File: src/rtl/mac_pkg.sv
// Shared types and defaults for the MAC accumulate engine.
// Holds the FSM state encoding and the operand-address width helper.
package mac_pkg;

    localparam int unsigned DATA_W_DEF = 8;
    localparam int unsigned ACC_W_DEF  = 20;
    localparam int unsigned DEPTH_DEF  = 8;

    typedef enum logic [1:0] {
        IDLE  = 2'd0,
        RUN   = 2'd1,
        DRAIN = 2'd2,
        DONE  = 2'd3
    } state_t;

    // Address width never collapses below one bit, even for DEPTH=1.
    function automatic int unsigned addr_width(input int unsigned depth);
        return (depth > 1) ? $clog2(depth) : 1;
    endfunction

endpackage

File: src/rtl/mac_if.sv
// Bus between the control FSM / operand memory (master) and the engine (slave).
interface mac_if #(
    parameter int unsigned DATA_W = mac_pkg::DATA_W_DEF,
    parameter int unsigned ACC_W  = mac_pkg::ACC_W_DEF,
    parameter int unsigned ADDR_W = 3
);
    logic                     clear;
    logic                     run;
    logic [ADDR_W-1:0]        addr;
    logic signed [DATA_W-1:0] a_data;
    logic signed [DATA_W-1:0] b_data;
    logic signed [ACC_W-1:0]  acc;
    logic                     valid;
    logic                     done;
    logic                     ovf;

    modport master (
        output clear, run, a_data, b_data,
        input  addr, acc, valid, done, ovf
    );

    modport slave (
        input  clear, run, a_data, b_data,
        output addr, acc, valid, done, ovf
    );
endinterface

File: src/rtl/mac_accum_engine_sat_add.sv
// Signed saturating adder: clamps to the ACC_W range and flags the clamp.
module mac_sat_add #(
    parameter int unsigned ACC_W = mac_pkg::ACC_W_DEF
) (
    input  logic signed [ACC_W-1:0] a,
    input  logic signed [ACC_W-1:0] b,
    output logic signed [ACC_W-1:0] sum,
    output logic                    ovf
);
    localparam logic signed [ACC_W-1:0] SAT_MAX = {1'b0, {(ACC_W-1){1'b1}}};
    localparam logic signed [ACC_W-1:0] SAT_MIN = {1'b1, {(ACC_W-1){1'b0}}};

    logic signed [ACC_W-1:0] raw;

    // Overflow only when both operands share a sign the wrapped result lacks.
    always_comb begin
        raw = a + b;
        ovf = (a[ACC_W-1] == b[ACC_W-1]) && (raw[ACC_W-1] != a[ACC_W-1]);
        sum = raw;
        if (ovf) begin
            sum = a[ACC_W-1] ? SAT_MIN : SAT_MAX;
        end
    end
endmodule

File: src/rtl/mac_accum_engine.sv
// Dot-product datapath: walks operand addresses, registers signed products and
// accumulates them with saturation, then holds the result in DONE until cleared.
module mac_accum_engine
    import mac_pkg::*;
#(
    parameter int unsigned DATA_W = DATA_W_DEF,
    parameter int unsigned ACC_W  = ACC_W_DEF,
    parameter int unsigned DEPTH  = DEPTH_DEF
) (
    input  logic clk,
    input  logic reset_n,
    mac_if.slave bus
);
    localparam int unsigned ADDR_W = addr_width(DEPTH);
    localparam int unsigned PROD_W = 2 * DATA_W;
    localparam logic [ADDR_W-1:0] LAST_ADDR = ADDR_W'(DEPTH - 1);

    state_t                   state;
    logic [ADDR_W-1:0]        addr;
    logic signed [PROD_W-1:0] prod_r;
    logic                     p_valid;
    logic signed [ACC_W-1:0]  acc;
    logic                     valid;
    logic                     done;
    logic                     ovf;

    logic signed [PROD_W-1:0] prod_c;
    logic signed [ACC_W-1:0]  prod_ext_c;
    logic signed [ACC_W-1:0]  sat_sum_c;
    logic                     sat_ovf_c;
    logic                     acc_en_c;

    assign prod_c     = PROD_W'(bus.a_data) * PROD_W'(bus.b_data);
    assign prod_ext_c = ACC_W'(prod_r);
    assign acc_en_c   = p_valid && bus.run;

    mac_sat_add #(.ACC_W(ACC_W)) u_sat_add (
        .a   (acc),
        .b   (prod_ext_c),
        .sum (sat_sum_c),
        .ovf (sat_ovf_c)
    );

    // Clear beats run; a low run freezes every register so a stalled run resumes intact.
    always_ff @(posedge clk or negedge reset_n) begin
        if (!reset_n) begin
            state   <= IDLE;
            addr    <= '0;
            prod_r  <= '0;
            p_valid <= 1'b0;
            acc     <= '0;
            valid   <= 1'b0;
            done    <= 1'b0;
            ovf     <= 1'b0;
        end else if (bus.clear) begin
            state   <= IDLE;
            addr    <= '0;
            prod_r  <= '0;
            p_valid <= 1'b0;
            acc     <= '0;
            valid   <= 1'b0;
            done    <= 1'b0;
            ovf     <= 1'b0;
        end else begin
            valid <= 1'b0;
            if (acc_en_c) begin
                acc   <= sat_sum_c;
                ovf   <= ovf | sat_ovf_c;
                valid <= 1'b1;
            end

            unique case (state)
                IDLE: begin
                    if (bus.run) begin
                        state <= RUN;
                    end
                end
                RUN: begin
                    if (bus.run) begin
                        prod_r  <= prod_c;
                        p_valid <= 1'b1;
                        if (addr == LAST_ADDR) begin
                            state <= DRAIN;
                        end else begin
                            addr <= addr + ADDR_W'(1);
                        end
                    end
                end
                DRAIN: begin
                    if (bus.run) begin
                        p_valid <= 1'b0;
                        done    <= 1'b1;
                        state   <= DONE;
                    end
                end
                DONE: begin
                    state <= DONE;
                end
                default: state <= IDLE;
            endcase
        end
    end

    assign bus.addr  = addr;
    assign bus.acc   = acc;
    assign bus.valid = valid;
    assign bus.done  = done;
    assign bus.ovf   = ovf;

endmodule
File: src/flat_wrapper.sv
// flat-port wrapper written by rule: the top's interface ports become plain ports
module mac_accum_engine_flat import mac_pkg::*;
#(
    parameter int unsigned DATA_W = DATA_W_DEF,
    parameter int unsigned ACC_W  = ACC_W_DEF,
    parameter int unsigned DEPTH  = DEPTH_DEF
)
  (clk, reset_n, bus_clear, bus_run, bus_a_data, bus_b_data, bus_addr, bus_acc, bus_valid, bus_done, bus_ovf);
  mac_if #(.DATA_W(DATA_W), .ACC_W(ACC_W)) bus_i ();
  input  logic clk;
  input  logic reset_n;
  input wire logic [$bits(bus_i.clear)-1:0] bus_clear;
  input wire logic [$bits(bus_i.run)-1:0] bus_run;
  input wire logic [$bits(bus_i.a_data)-1:0] bus_a_data;
  input wire logic [$bits(bus_i.b_data)-1:0] bus_b_data;
  output wire logic [$bits(bus_i.addr)-1:0] bus_addr;
  output wire logic [$bits(bus_i.acc)-1:0] bus_acc;
  output wire logic [$bits(bus_i.valid)-1:0] bus_valid;
  output wire logic [$bits(bus_i.done)-1:0] bus_done;
  output wire logic [$bits(bus_i.ovf)-1:0] bus_ovf;
  assign bus_i.clear = bus_clear;
  assign bus_i.run = bus_run;
  assign bus_i.a_data = bus_a_data;
  assign bus_i.b_data = bus_b_data;
  assign bus_addr = bus_i.addr;
  assign bus_acc = bus_i.acc;
  assign bus_valid = bus_i.valid;
  assign bus_done = bus_i.done;
  assign bus_ovf = bus_i.ovf;
  mac_accum_engine #(.DATA_W(DATA_W), .ACC_W(ACC_W), .DEPTH(DEPTH)) u_core (.clk(clk), .reset_n(reset_n), .bus(bus_i));
endmodule
File: config.mk
export PLATFORM = sky130hd
export DESIGN_NAME = mac_accum_engine_flat
export DESIGN_NICKNAME = d
export VERILOG_FILES = /design/src/rtl/mac_pkg.sv /design/src/rtl/mac_if.sv /design/src/rtl/mac_accum_engine_sat_add.sv /design/src/rtl/mac_accum_engine.sv /design/src/flat_wrapper.sv
export SDC_FILE = /design/constraint.sdc
export NUM_CORES = 1
export LEC_CHECK = 0
export CAP_MARGIN = 20
export CORE_MARGIN = 1
export CORE_UTILIZATION = 28
export DETAILED_ROUTE_END_ITERATION = 10
export GPL_ROUTABILITY_DRIVEN = 0
export GPL_TIMING_DRIVEN = 1
export PLACE_DENSITY = 0.47
export RECOVER_POWER = 25
export SLEW_MARGIN = 5
export SYNTH_ARGS = -nofsm -noshare
export SYNTH_HDL_FRONTEND = slang
export SYNTH_HIERARCHICAL = 1
export SYNTH_SLANG_ARGS = --single-unit
File: constraint.sdc
create_clock -name clk -period 5.3 [get_ports clk]
set_input_delay 0.53 -clock clk [delete_from_list [all_inputs] [get_ports clk]]
set_output_delay 0.53 -clock clk [all_outputs]
set_load 0.02 [all_outputs]
==> results of run 1 <==
[final timing paths]
path,slack [ns],start,to,cells after the start
setup / recovery,0.39,bus_b_data[7],u_core/prod_r[14],14
hold / removal,0.43,reset_n,u_core/bus.acc[2],1
setup reg to reg,2.00,u_core/prod_r[15],u_core/bus.acc[1],9
hold reg to reg,0.50,u_core/bus.done,u_core/bus.done,2
max in group asynchronous,3.06,reset_n,u_core/bus.valid,2
min in group clk,0.50,u_core/bus.done,u_core/bus.done,2
[layer usage]
layer	global-route usage	vias to the layer above	share of wire
met3	0.0127	10	0.027
li1	-	2197	-
met2	0.218	71	0.46
met1	0.175	2047	0.50
met4	0.0374	0	0.012
met5	0	-	0
[cells in the mapped netlist (2+ instances only)]
library cell | number | area (um2)
dfrtp_1 | 45 | 1130
nand2_1 | 49 | 184
xor2_1 | 10 | 87.6
a21o_1 | 13 | 97.6
xnor2_1 | 19 | 166
and3_1 | 4 | 25.0
buf_2 | 7 | 35.0
fa_1 | 56 | 1120
nor3_1 | 7 | 35.0
nand2b_1 | 4 | 25.0
a211oi_1 | 7 | 52.6
a211oi_2 | 2 | 25.0
a31oi_1 | 3 | 18.8
and2_1 | 45 | 282
nor2b_1 | 8 | 50.1
o21a_1 | 8 | 60.1
nand4_1 | 5 | 31.3
inv_1 | 92 | 345
ha_1 | 50 | 626
nor3b_1 | 6 | 45.0
o21ai_0 | 15 | 75.1
clkbuf_1 | 13 | 48.8
a31o_2 | 2 | 17.5
a22o_1 | 21 | 184
or3_1 | 2 | 12.5
nand3_2 | 2 | 20.0
a211o_1 | 3 | 26.3
o21bai_1 | 6 | 45.0
nand3_1 | 9 | 45.0
nor2_1 | 39 | 146
a21oi_1 | 52 | 260
[state kept, by name, summed over array words and instances (netlist names)]
name / flops
u_core/prod_r: 16
u_core/bus.valid: 1
u_core/bus.acc: 20
u_core/bus.ovf: 1
u_core/bus.addr: 3
u_core/p_valid: 1
u_core/bus.done: 1
u_core/state: 2
[stage by stage]
stage | total power [mW] | instances | worst slack [ns] | hold slack, ns
6_report | 2.02 | 943 | 0.389 | 0.427
4_1_cts | 2.05 | 942 | 0.375 | 0.468
2_1_floorplan | 1.38 | 631 | 0.728 | 0.234
3_5_place_dp | 1.68 | 934 | 0.0976 | 0.494
5_1_grt | 2.24 | 943 | 0.224 | 0.552
3_3_place_gp | 1.66 | 934 | 0.168 | 0.490
[area by class of cell]
type / count / area [um2]
clock buffer: 6 / 129
sequential: 45 / 1130
fill: 2092 / 13000
clock inverter: 2 / 38.8
timing repair buffer: 60 / 553
tap: 265 / 332
multi-input combinational: 473 / 4020
inverter: 92 / 345
[power by group through the flow]
stage | Clock, mW | Combinational, mW | Sequential [mW]
after global placement | 0 | 1.25 | 0.405
after floorplan | 0 | 0.988 | 0.396
after detailed placement | 0 | 1.27 | 0.408
after CTS | 0.370 | 1.28 | 0.401
after global routing | 0.381 | 1.46 | 0.405
final | 0.356 | 1.26 | 0.399
[placed cells by master, fill, tap and decap left out, types with 9 or more instances in the layout]
master,netlist,layout
nand2_1,49,49
inv_1,92,92
a21o_1,13,13
xnor2_1,19,19
fa_1,56,56
nand3_1,9,9
a22o_1,21,21
ha_1,50,50
and2_1,45,45
buf_4,0,14
a21oi_1,52,52
o21ai_0,15,15
xor2_1,10,10
clkdlybuf4s50_1,0,44
dfrtp_1,45,45
nor2_1,39,39
[cell families after synthesis]
family                     count (synthesis)
AOI/OAI and AO/OA                        146
xor gates and xnor gates                  29
adders and majority gates                106
buffers and inverters                    113
DFF                                       45
muxes                                      2
and+or+nand+nor                          190
==> metrics.cfg, run 1 <==
[worst_setup_path]
arrival_ns = 5.15
path_buf_inv = 3
critPathCaptureType = flip-flop
setup.worst_path.start_class = input pin
crit_family = adder cells
cp_slowest_cell = clkdlybuf4s50_1
max_stage_delay_ns = 0.67
path_cells = clkdlybuf4s50_1 -> nor2b_1 -> fa_1 -> fa_1 -> fa_1 -> inv_1 -> fa_1 -> inv_1 -> ha_1 -> or4_1 -> nand3_1 -> o21ai_0 -> nor4b_1 -> a211o_1
cp_max_fo = 9
cp.required_ns = 5.54
critical_path_class = input pin to flip-flop
crit_top_cell = fa_1

[clock_tree]
clkTransAtPathRegs_ns = 0.06
htreeDepth = 2
cts_resized = 0
cts_tree = built
cts_hold_repair.buffers = 0
cts_root_buffer = clkbuf_16
cts_inserted_buffers = 5
cts_setup_buffers = 0
clk_path_buf_depth = 2
clock_sinks = 45
clk_latency_ns = 0.29

[power]
p_sw_frac = 0.430
leakage_nw = 3.07
seqPwrFrac = 0.198
power.density_mw_per_mm2 = 309
p_sw_mw = 0.868
clkPwrFrac = 0.176
p_comb_frac = 0.626
peakVddDrop_uv = 157
internal_power_mw = 1.15

[timing]
hold_violations = 0
period_needed_ns = 4.91
relSlewSlack = 0.0932
fmax_ghz = 0.204
report.final.slew_viol_count = 0
fin_crit_sh = 0.927
fin_tns_setup_ns = 0
setup_viol = 0
rsz0062_at_grt = false
fin_skew_ns = 0.00794
tightest_slew_ns = 1.36

[route]
vias_per_cell = 4.59
first_iter_violations = 171
drtAntennaViolNets = 0
drt_first_pass_iters = 4
vias = 4325
wl_um = 12400
drc = 0
wl_per_cell_um = 13.2

[synthesis]
synthFlopType = dfrtp_1
yosys.area_share.simple = 0.176
synth.area.mux_share = 0.00381
synth_compound_area_frac = 0.181
postSynthCellCount = 631
synthDistinctLibCells = 58
synth-async-reset-ratio = 1.00
netlist_area_mm2 = 0.00558
synth_top_family_by_area = adder cells
synth_fa_ha_area_frac = 0.313
yosysWarnings = 6
syn_area_per_cell_um2 = 8.85
synthXorXnorAreaFrac = 0.0455
synth-seq-area-share = 0.202
synth_edf_count = 0
synth_nets = 757
synth_seq_cells = 45

[global_routing]
grt_pass1_wl_um = 21500
grt_max_degree = 46
first_global_vias = 4417
overflow = 0
antenna_found_initial = 0
grt_usage = 0.130

[floorplanning]
top_level_ports = 46
rows = 51
fp.dieW_um = 143
coreArea_mm2 = 0.0195
start_util = 0.286
die_h_um = 143
die_area_mm2 = 0.0205

[finish]
antenna_cells = 0
nets = 803
syn_to_final_growth_pct = 17.1
final_area_mm2 = 0.00654
utilization = 0.335
drive_above_1_share = 0.0560

[outcome]
outcome = finished, final reports clean

[placement]
placed_area_mm2 = 0.00637
io_buffers = 45
dp_hpwl_um = 10200

[flow_run]
cap_violations = 0

[min_path]
hold_path_class = input pin to asynchronous set/reset pin

No activity file was read; power rests on OpenSTA's default activity.
==> run 2, diff against run 1 <==
SYNTH_HIERARCHICAL = default   (was 1)
==> metrics.cfg, run 2 <==
[route]
wl_um = 12500  ; +0.68%
drt_first_pass_iters = 4  ; unchanged
vias_per_cell = 4.58  ; -0.18%
drtAntennaViolNets = 0  ; unchanged
drc = 0  ; unchanged
wl_per_cell_um = 13.2  ; +0.36%
first_iter_violations = 124  ; -27%
vias = 4331  ; +0.14%

[outcome]
outcome = finished, violations left
violations = max-capacitance violations, max-slew violations

[placement]
dp_cells = 938  ; +0.43%
io_buffers = 45  ; unchanged
placed_area_mm2 = 0.00631  ; -0.92%
pre_cts_ws_ns = 0.105  ; +0.00737 ns
dp_hpwl_um = 10400  ; +1.8%

[clock_tree]
htreeDepth = 2  ; unchanged
cts_resized = 0  ; unchanged
cts_hold_repair.buffers = 0  ; unchanged
cts_setup_buffers = 0  ; unchanged
cts_inserted_buffers = 5  ; unchanged
clk_path_buf_depth = 2  ; unchanged
cts_tree = built
cts_root_buffer = clkbuf_16
clock_sinks = 45  ; unchanged
clk_latency_ns = 0.29  ; about the same
clkTransAtPathRegs_ns = 0.07  ; about the same

[global_routing]
grt_usage = 0.133  ; +0.00347
grt_max_degree = 46  ; unchanged
overflow = 0  ; unchanged
antenna_found_initial = 0  ; unchanged
first_global_vias = 4510  ; +2.1%
grt_pass1_wl_um = 21900  ; +1.8%

[timing]
report.final.slew_viol_count = 30  ; +30
setup_ws_ns = 0.442  ; +0.0531 ns
rsz0062_at_grt = false
fmax_ghz = 0.206  ; +1.1%
fin_crit_sh = 0.917  ; -0.0100
hold_ws_ns = 0.342  ; -0.0851 ns
fin_skew_ns = 0.00681  ; -0.00113 ns
setup_viol = 0  ; unchanged
period_needed_ns = 4.86  ; -0.0531 ns
relSlewSlack = -0.0614  ; -0.155
fin_tns_setup_ns = 0  ; unchanged
tightest_slew_ns = 1.59  ; +0.232 ns
hold_violations = 0  ; unchanged

[worst_setup_path]
rr_endpoint = u_core.bus.acc[2]
critical_path_class = input pin to flip-flop
r2r_setup_slack_ns = 2.25  ; +0.25 ns
arrival_ns = 5.05  ; -0.10 ns
cp_max_fo = 8  ; -1
setup.worst_path.start_class = input pin
critPathCaptureType = flip-flop
reg2reg_depth = 8  ; -1
cp.required_ns = 5.49  ; -0.05 ns
r2r-start = u_core.prod_r[15]

[finish]
nets = 807  ; +0.50%
final_common_cell = inv_1
antenna_cells = 0  ; unchanged
final_area_mm2 = 0.00647  ; -1.0%
syn_to_final_growth_pct = 16.3
regMostFlops = u_core.bus.acc
utilization = 0.333  ; -0.00231
reg_top3 = u_core.bus.acc: 20 flops, u_core.prod_r: 16 flops, u_core.bus.addr: 3 flops
final_cell_mix = 92 x inv_1, 69 x nand2_1, 56 x fa_1, 50 x ha_1, 48 x nor2_1
drive_above_1_share = 0.0587  ; +0.00269
largest_register_ff_count = 20  ; unchanged
final_cells = 946  ; +0.32%

[synthesis]
synth_most_common_cell = inv_1
yosysWarnings = 0  ; -6
yosys.area.top_type = dfrtp_1
syn_area_per_cell_um2 = 8.75  ; -1.1%
synth_nets = 762  ; +0.66%
netlist_area_mm2 = 0.00557  ; -0.29%
synth_area_leaders = dfrtp_1 20%, fa_1 20%, ha_1 11%, inv_1 6.2%, and2_1 5.2%
synth-seq-area-share = 0.202  ; +0.000589
synthTopCellsByCount = 92 x inv_1, 69 x nand2_1, 56 x fa_1
synthFlopType = dfrtp_1
yosysTopAreaCellShare = 0.202  ; +0.000589
synthDistinctLibCells = 58  ; unchanged
synth-async-reset-ratio = 1.00  ; unchanged
postSynthCellCount = 636  ; +0.79%
synth_edf_count = 0  ; unchanged
synth_seq_cells = 45  ; unchanged

[floorplanning]
die_h_um = 143  ; -0.14%
die_area_mm2 = 0.0204  ; -0.29%
coreArea_mm2 = 0.0195  ; -0.33%
start_util = 0.286  ; about the same
rows = 51  ; unchanged
top_level_ports = 46  ; unchanged
fp.dieW_um = 143  ; -0.14%

[power]
peakVddDrop_uv = 107  ; -32%
internal_power_mw = 1.15  ; +0.12%
seqPwrFrac = 0.209  ; +0.011
power.total_mw = 2.01  ; -0.55%
p_comb_frac = 0.617  ; -0.009
power.density_mw_per_mm2 = 310  ; +0.47%
clkPwrFrac = 0.174  ; -0.002
leakage_nw = 3.01  ; -2.0%
p_sw_frac = 0.426  ; -0.00383
p_sw_mw = 0.856  ; -1.4%

[flow_run]
cap_violations = 1  ; +1

[min_path]
hold_path_class = input pin to asynchronous set/reset pin

[run 2: cell types whose count changed in the layout (fill, tap and decap cells not counted), moves of 5 or more]
cell and delta:
a22o_1 -21, xor2_1 -5, nand2_1 +20, o21ai_2 +7, nor2_1 +9, nor3b_1 -6, a21oi_1 -11, buf_4 -5
[run 2: cell type report]
type,instances,area (um2)
fill,2031,13000
multi-input combinational,482,4000
sequential,45,1130
timing repair buffer,55,515
inverter,92,345
tap,265,332
clock buffer,5,125
clock inverter,2,35.0
[run 2: logic make-up (layout without fill, tap and decap cells)]
family / count (synthesis) / after routing / share of synthesized area
AND/OR/NAND/NOR: 214 / 214 / 0.191
flip-flops: 45 / 45 / 0.202
adder cells (fa/ha/maj): 106 / 106 / 0.314
multiplexers: 2 / 2 / 0.00382
AO/OA/AOI/OAI: 132 / 132 / 0.165
XOR/XNOR: 28 / 28 / 0.0441
buffers and inverters: 109 / 154 / 0.0800
[run 2: worst max-delay path, cell delays in order]
cell and delay, ns:
clkdlybuf4s50_1 0.51, and2_1 0.24, fa_1 0.55, inv_1 0.14, fa_1 0.56, inv_1 0.06
fa_1 0.53, inv_1 0.05, fa_1 0.52, inv_1 0.04, ha_1 0.33, and3_1 0.18
a211oi_1 0.34, a21oi_1 0.13, xnor2_1 0.15, o31ai_1 0.18
[run 2: worst max-delay path by stage]
stage,start,endpoint,slack [ns]
after floorplan,bus_b_data[3],u_core.prod_r[15],0.88
after global placement,bus_a_data[7],u_core.prod_r[15],0.16
after detailed placement,bus_a_data[7],u_core.prod_r[15],0.11
after CTS,bus_a_data[7],u_core.prod_r[15],0.41
after global routing,bus_a_data[7],u_core.prod_r[15],0.11
final,bus_a_data[7],u_core.prod_r[15],0.44
[run 2: per-layer routing]
| metal | routed length [um] | part of all wire | vias to the layer above | GRT usage |
|---|---|---|---|---|
| li1 | - | - | 2188 | - |
| met1 | 6220 | 0.50 | 2070 | 0.179 |
| met2 | 5910 | 0.47 | 68 | 0.231 |
| met3 | 298 | 0.024 | 5 | 0.00905 |
| met4 | 103 | 0.0082 | 0 | 0.0323 |
| met5 | 0 | 0 | - | 0 |
[run 2: power by group through the flow]
stage               sequential, mW  clock [mW]  combinational (mW)
detailed placement           0.427           0                1.25
floorplan                    0.412           0                1.01
global placement             0.424           0                1.24
finish                       0.419       0.350                1.24
global route                 0.425       0.372                1.42
CTS                          0.421       0.363                1.26
